<file path="src/rtl/uart_rx.sv">
`default_nettype none
// ============================================================================
//  Module   : uart_rx
//  Brief    : 8N1 UART receiver, LSB first, mid-bit sampling with a
//             free-running bit-period divider and a 2-flop input synchronizer.
//  Revision : 1.0
// ============================================================================
module uart_rx #(
    parameter int DIV_CNT   = 433,
    parameter int DIV_CNT_W = 9,
    parameter int BIT_CNT_W = 4
) (
    input  logic       clk,
    input  logic       rst,
    input  logic       rx,
    output logic       rx_end,
    output logic [7:0] rx_data
);

    localparam logic [DIV_CNT_W-1:0] c_DIV_MAX  = DIV_CNT_W'(DIV_CNT);
    localparam logic [DIV_CNT_W-1:0] c_DIV_HALF = DIV_CNT_W'(DIV_CNT / 2);
    localparam logic [BIT_CNT_W-1:0] c_LAST_BIT = BIT_CNT_W'(7);

    typedef enum logic [2:0] {
        ST_IDLE      = 3'd0,
        ST_START     = 3'd1,
        ST_DATA      = 3'd2,
        ST_STOP      = 3'd3,
        ST_WAIT_HIGH = 3'd4
    } state_t;

    logic                 sync1_q;
    logic                 sync2_q;
    logic                 rx_s;
    state_t               state_q,   state_d;
    logic [DIV_CNT_W-1:0] div_q,     div_d;
    logic [DIV_CNT_W-1:0] div_next;
    logic [BIT_CNT_W-1:0] bit_cnt_q, bit_cnt_d;
    logic [7:0]           shift_q,   shift_d;
    logic [7:0]           rx_data_q, rx_data_d;
    logic                 rx_end_q,  rx_end_d;

    assign rx_s     = sync2_q;
    assign div_next = (div_q == c_DIV_MAX) ? '0 : div_q + DIV_CNT_W'(1);

    always_comb begin
        state_d   = state_q;
        div_d     = div_q;
        bit_cnt_d = bit_cnt_q;
        shift_d   = shift_q;
        rx_data_d = rx_data_q;
        rx_end_d  = 1'b0;
        unique case (state_q)
            ST_IDLE: begin
                if (!rx_s) begin
                    state_d = ST_START;
                    div_d   = '0;
                end
            end
            ST_START: begin
                if (div_q == c_DIV_HALF) begin
                    if (!rx_s) begin
                        state_d   = ST_DATA;
                        div_d     = '0;
                        bit_cnt_d = '0;
                    end else begin
                        state_d = ST_IDLE;
                    end
                end else begin
                    div_d = div_next;
                end
            end
            ST_DATA: begin
                // The wrap to 0 after DIV_CNT restarts the divider for the next bit.
                div_d = div_next;
                if (div_q == c_DIV_MAX) begin
                    shift_d[bit_cnt_q[2:0]] = rx_s;
                    if (bit_cnt_q == c_LAST_BIT) begin
                        state_d = ST_STOP;
                    end else begin
                        bit_cnt_d = bit_cnt_q + BIT_CNT_W'(1);
                    end
                end
            end
            ST_STOP: begin
                div_d = div_next;
                if (div_q == c_DIV_MAX) begin
                    if (rx_s) begin
                        rx_data_d = shift_q;
                        rx_end_d  = 1'b1;
                        state_d   = ST_IDLE;
                    end else begin
                        state_d = ST_WAIT_HIGH;
                    end
                end
            end
            ST_WAIT_HIGH: begin
                if (rx_s) begin
                    state_d = ST_IDLE;
                end
            end
            default: state_d = ST_IDLE;
        endcase
    end

    always_ff @(posedge clk) begin
        if (rst) begin
            sync1_q   <= 1'b1;
            sync2_q   <= 1'b1;
            state_q   <= ST_IDLE;
            div_q     <= '0;
            bit_cnt_q <= '0;
            shift_q   <= 8'h00;
            rx_data_q <= 8'h00;
            rx_end_q  <= 1'b0;
        end else begin
            sync1_q   <= rx;
            sync2_q   <= sync1_q;
            state_q   <= state_d;
            div_q     <= div_d;
            bit_cnt_q <= bit_cnt_d;
            shift_q   <= shift_d;
            rx_data_q <= rx_data_d;
            rx_end_q  <= rx_end_d;
        end
    end

    assign rx_end  = rx_end_q;
    assign rx_data = rx_data_q;

endmodule
`default_nettype wire

</file>
<file path="config.mk">
export PLATFORM = sky130hd
export DESIGN_NAME = uart_rx
export DESIGN_NICKNAME = d
export VERILOG_FILES = /design/src/rtl/uart_rx.sv
export SDC_FILE = /design/constraint.sdc
export NUM_CORES = 1
export LEC_CHECK = 0
export ABC_CLOCK_PERIOD_IN_PS = 3900
export CORE_MARGIN = 8
export CORE_UTILIZATION = 59
export CTS_CLUSTER_SIZE = 10
export DETAILED_ROUTE_END_ITERATION = 8
export HOLD_SLACK_MARGIN = 0.12
export PLACE_DENSITY = 0.8
export SLEW_MARGIN = 20
export SYNTH_ARGS = -nofsm -noshare
export SYNTH_HDL_FRONTEND = slang
export SYNTH_SLANG_ARGS = --single-unit
export TNS_END_PERCENT = 5
</file>
<file path="constraint.sdc">
create_clock -name clk -period 3.9 [get_ports clk]
set_input_delay 0.78 -clock clk [delete_from_list [all_inputs] [get_ports clk]]
set_output_delay 0.78 -clock clk [all_outputs]
set_load 0.02 [all_outputs]
</file>
; ---- Word-level counts from Yosys, hierarchy flattened
; Cells that the tools add are included.
[totals]
inputBits = 3
elab_cells = 61
output_inout_bits = 9
register_bits = 35
[classes]
n_eq_ne = 15
mux = 22
magnitude_cmp = 2
addsub = 2
reduce_logical = 10
bitwise_logic = 2
[ops]
columns = operator, n
row1 = 9-bit 2-to-1 mux, 3
row2 = 9-bit case mux with 3 select lines, 1
row3 = 3-bit 2-to-1 mux, 7
row4 = 4-bit 2-to-1 mux, 4
row5 = "2-bit inequality test, second input constant", 8
row6 = 3-bit case mux with 5 select lines, 1
row7 = "9-bit by 1-bit adder with 9-bit output, second input constant", 1
row8 = "9-bit by 8-bit == test with 1-bit output, second input constant", 1
row9 = "9-bit == test, second input constant", 1
row10 = 8-bit bitwise mux, 1
row11 = 4-bit case mux with 2 select lines, 1
row12 = "3-bit by 2-bit == test with 1-bit output, second input constant", 2
row13 = 6-bit AND reduction, 1
row14 = 5-bit AND reduction, 1
row15 = "4-bit by 1-bit adder with 4-bit output, second input constant", 1
row16 = "4-bit by 3-bit == test with 1-bit output, second input constant", 1
row17 = "3-bit by 4-bit less-than comparator with 1-bit output, second input constant", 1
row18 = 1-bit demux with 3-bit select, 1
row19 = "3-bit by 1-bit == test with 1-bit output, second input constant", 1
row20 = "3-bit == test, second input constant", 1
row21 = "3-bit by 1-bit greater-or-equal comparator with 1-bit output, second input constant", 1
row22 = 3-bit zero test, 1
row23 = 3-bit AND reduction, 1
row24 = 3-bit nonzero test, 1
row25 = other kinds (8), 10

; ---- Longest topological paths before layout
[logic_depth]
depth_word = 5
mapped_depth = 8
depth_no_buf = 7

; ---- Least setup slack after synthesis
; OpenSTA, ideal clock, no wires.
[synth_timing]
path_type = reg-to-reg
startpoint = register state_q[1]
endpoint = register shift_q[2]
path_buffers = 1
required_ns = 3.772
arrival_ns = 1.812
setup_ns = 0.128
path_stages_with_launch = 7
setup_slack_ns = 1.961
synth_period_minus_slack_ns = 1.939
path_cell_list = dfxtp_1 -> or3b_4 -> or4_4 -> buf_6 -> nor4b_4 -> mux2i_1 -> nor2_1
[synth_via]
elab_chain_cells = 2
[synth_lines]
columns = item, line_no
row1 = "start, declared", 35  ; state_t state_q, state_d;
row2 = "start signal, assigned", 119  ; state_q <= state_d;
row3 = 3-bit by 2-bit == test with 1-bit output, 53  ; unique case (state_q)
row4 = 2-bit AND reduction (no source line), --
row5 = "end signal, assigned", 122  ; shift_q <= shift_d;
row6 = "end, declared", 39  ; logic [7:0] shift_q, shift_d;
; No other way between the ends.
; A chain may end at the register's enable or synchronous reset.

==> results <==
- The worst path arrival time is between 2 and 3 ns.
- The type of element capturing the critical path is a register.
- Across the run, the number of max-cap violations was 0.
- The die covers about 5000 um^2.
- The count of hold buffers inserted by post-cts repair is 0.
- The setup clock skew after layout is 0.01370 ns.
- Measured along the x axis, the die boundary spans approximately 71 um.
- The number of DRC markers after the initial detailed-route iteration is just under 80.
- The number of gates resized after CTS was 0.
- In this run the most critical hold path is launched from sync1_q.
- The synthesized area per cell is 9.014 um^2.
- The flow ran to the end, and the final reports show no timing, DRC or antenna violations.
- The clock tree from TritonCTS is yes.
- The clock period minus final worst setup slack is approximately 2.2 ns.
- The first-pass GRT wire length is around 5.9 mm.
- After synthesis the cells add up to about 1800 um^2.
- The critical register-to-register path startpoint is div_q[0].
- The worst hold-check slack is between 0.4 and 0.5 ns.
- The cell count after synthesis came out at approximately 200.
- Entering global routing, the biggest net connects 30 pins.
- The number of antenna violations at the first check in global routing came to 0.
- The kind of start point of the critical path is a primary input.
- Setup repair after global routing left no endpoint under its margin.
- The sum of routed wire length over all layers is ~3.4 mm.
- The count of nets left with antenna violations once routing finished came out at 0.
- The area of the core is about 3000 um^2.
- The number of nets handed over by synthesis was between 200 and 250.
- Setup violations remaining at the end of the flow were counted as 0.
- Adding up every negative setup slack in the final design gives 0 ns.
- The tree built by TritonCTS fans out to 35 sinks.
- The final-report hold violation count was 0.
- The final number of max-transition violations came to 0.
- The number of fill cells is around 250.
- The number of global-route vias before repair is roughly 1.3k.
- The detailed-routing iteration count for the pre-antenna-repair pass is 4.
- Clock tree synthesis selected as its root buffer the cell clkbuf_4.
- Static timing analysis puts the maximum clock frequency at about 450 MHz.
- At the pin with the least slew margin, the transition time is roughly 0.97 ns.
- For this run, the total global-route usage over all layers was measured as 14.61%.
- The share of the Yosys chip area taken by registers is approximately two fifths.
- The ratio of total power to cell area is ~340 nW/um^2.
- The launching instance or port of the critical path is rst.
- The count of distinct cell types in the synthesized netlist is a little under 50.
- After clock tree synthesis, the clock-pin slew on the worst setup and hold paths is 0.11 ns.
- Of all nets on the critical path, the largest fanout is 29.
- The number of placed I/O pins is 12.
- The final RePlAce weighted congestion is between 0.8 and 0.9.
- The maximum number of buffers from clock root to sink is 2.
- The standard cell with the maximum stage delay on the critical path is a311oi_1.
- The final critical path takes up 57.24% of the cycle.
- In the final design database the tool counted around 210 nets.
- The leakage power total is a little under 0.0007 uW.
- Walking the worst path, the cells encountered are clkdlybuf4s50_1 > buf_4 > a311oi_1 > o21bai_1 > a32o_1.
- The setup slack of the most critical reg-to-reg path is 1.70 ns.
- After synthesis, the share of flip-flops with an asynchronous set or reset is 0%.
- Cells with a size suffix above 1 make up 9.756% of the layout.
- For this run, design rule violations remaining after detail routing come to 0.
- The type of the setup path with the least slack is primary input to register.
- The H-tree was split into 2 levels.
- Summing over every cut layer, the via total after detailed routing is between 1k and 1.5k.
- The min-delay analysis places its worst path in the category register to register.
- The worst-case IR drop observed on VDD is between 200 and 300 uV.
- Clock tree synthesis inserted a total of 5 buffers.
- The vertical die dimension is ~70 um.
- The delay of the slowest cell on the worst path is 0.77 ns.
- The post-CTS setup buffer count is 0.
- The normalized max-slew margin is a little over a third.
- The mean routed wirelength per cell is 14.26 um.
- In this run, synthesis inferred 0 flip-flops with an integrated enable.
- The number of antenna repair diodes is 0.
- The total overflow left after global routing is 0.
- For the worst setup path, the data required time is 4.20 ns.
- The wire-length estimate of the detail-placed layout is 2.358 mm.
- After floorplanning, the core was divided into 20 placement rows.
- The most common library cell in the layout ignoring fill and taps is dfxtp_1.
- The area growth from synthesis to layout is 9.136%.
- The primary flip-flop cell chosen by synthesis mapping is dfxtp_1.
- The top cell types in the final layout, fill and taps aside, are dfxtp_1 (35), nor2_1 (32), mux2i_1 (17), clkdlybuf4s50_1 (11), nand2_1 (10).
- Once the floorplan was initialized, standard cells occupied about three fifths of the core.
- For this run, the number of Yosys warnings is 0.
- The number of port buffers is 11.
- The later pin in the worst-skew pair is clocked with a latency of between 0.3 and 0.4 ns.
- The total of flip-flops plus latches after synthesis is 35.
- The routed via count divided by cell count is slightly below 6.
-- final timing paths --
| check | endpoint | depth (start not counted) |
|---|---|---|
| worst min register to register | rx_s | 1 |
| worst max-delay path | div_q[2] | 5 |
| worst min-delay path | rx_s | 1 |
| worst max register to register | rx_data[7] | 6 |
-- through the flow --
step,worst slack [ns],total power [uW],instance area (um^2),std cells,util [%]
finish,1.667,660.8,1928,238,65.30
global placement,1.386,467.1,1874,230,63.47
floorplan,1.961,450.6,1767,196,-
CTS,1.659,666.9,1928,238,65.30
global route,1.453,690.8,1928,238,65.30
detailed placement,1.338,469.9,1874,230,63.47
-- worst max-delay path, delay by kind of cell --
family | cells | cell delay [ns]
buf+inv | 2 | 0.62
compound gates | 3 | 1.12
-- synthesized netlist by cell type (3+ instances only) --
library cell	instances	share of area [%]
a311oi_1	4	2.0
clkbuf_1	8	1.7
ha_1	4	2.8
mux2i_1	17	9.6
a21oi_1	9	2.5
nand2_1	10	2.1
nor4_2	4	2.8
o21ai_0	7	2.0
nand4_1	3	1.1
inv_1	7	1.5
nand3_1	6	1.7
nor2_1	32	6.8
nor3_1	6	1.7
dfxtp_1	35	40
-- flip-flops by register name, summed over array words and instances, names as in the netlist --
| register | flops |
|---|---|
| div_q | 9 |
| rx_end | 1 |
| rx_data | 8 |
| shift_q | 8 |
| bit_cnt_q | 4 |
| state_q | 3 |
| sync1_q | 1 |
| rx_s | 1 |
-- layout make-up --
type	instances	area (um^2)	share of cell area, %
Multi-Input combinational cell	143	988.4	51.27
Timing Repair Buffer	12	117.6	6.100
Clock buffer	6	41.29	2.141
Inverter	7	26.28	1.363
Sequential cell	35	700.7	36.34
Tap cell	33	41.29	2.141
Clock inverter	2	12.51	0.6489
-- logic make-up after synthesis --
| family | Yosys count | share of synthesized area, % |
|---|---|---|
| xor+xnor | 3 | 1.488 |
| fa+ha+maj | 4 | 2.833 |
| simple gates | 84 | 28.68 |
| mux | 17 | 9.632 |
| flops | 35 | 39.66 |
| compound gates | 35 | 13.31 |
| buf+inv | 18 | 4.391 |
-- report_power, final --
group          internal (uW)  switching, uW
clock network           69.5            127
registers                366           15.9
logic                   33.3           49.1
-- per-layer routing --
metal  routed length (um)  GRT usage (%)
met1                 1706          18.16
met2                 1475          22.25
met3                  154          3.672
met4                   57          8.545
met5                    0              0
Power figures use the tool's default switching activity.
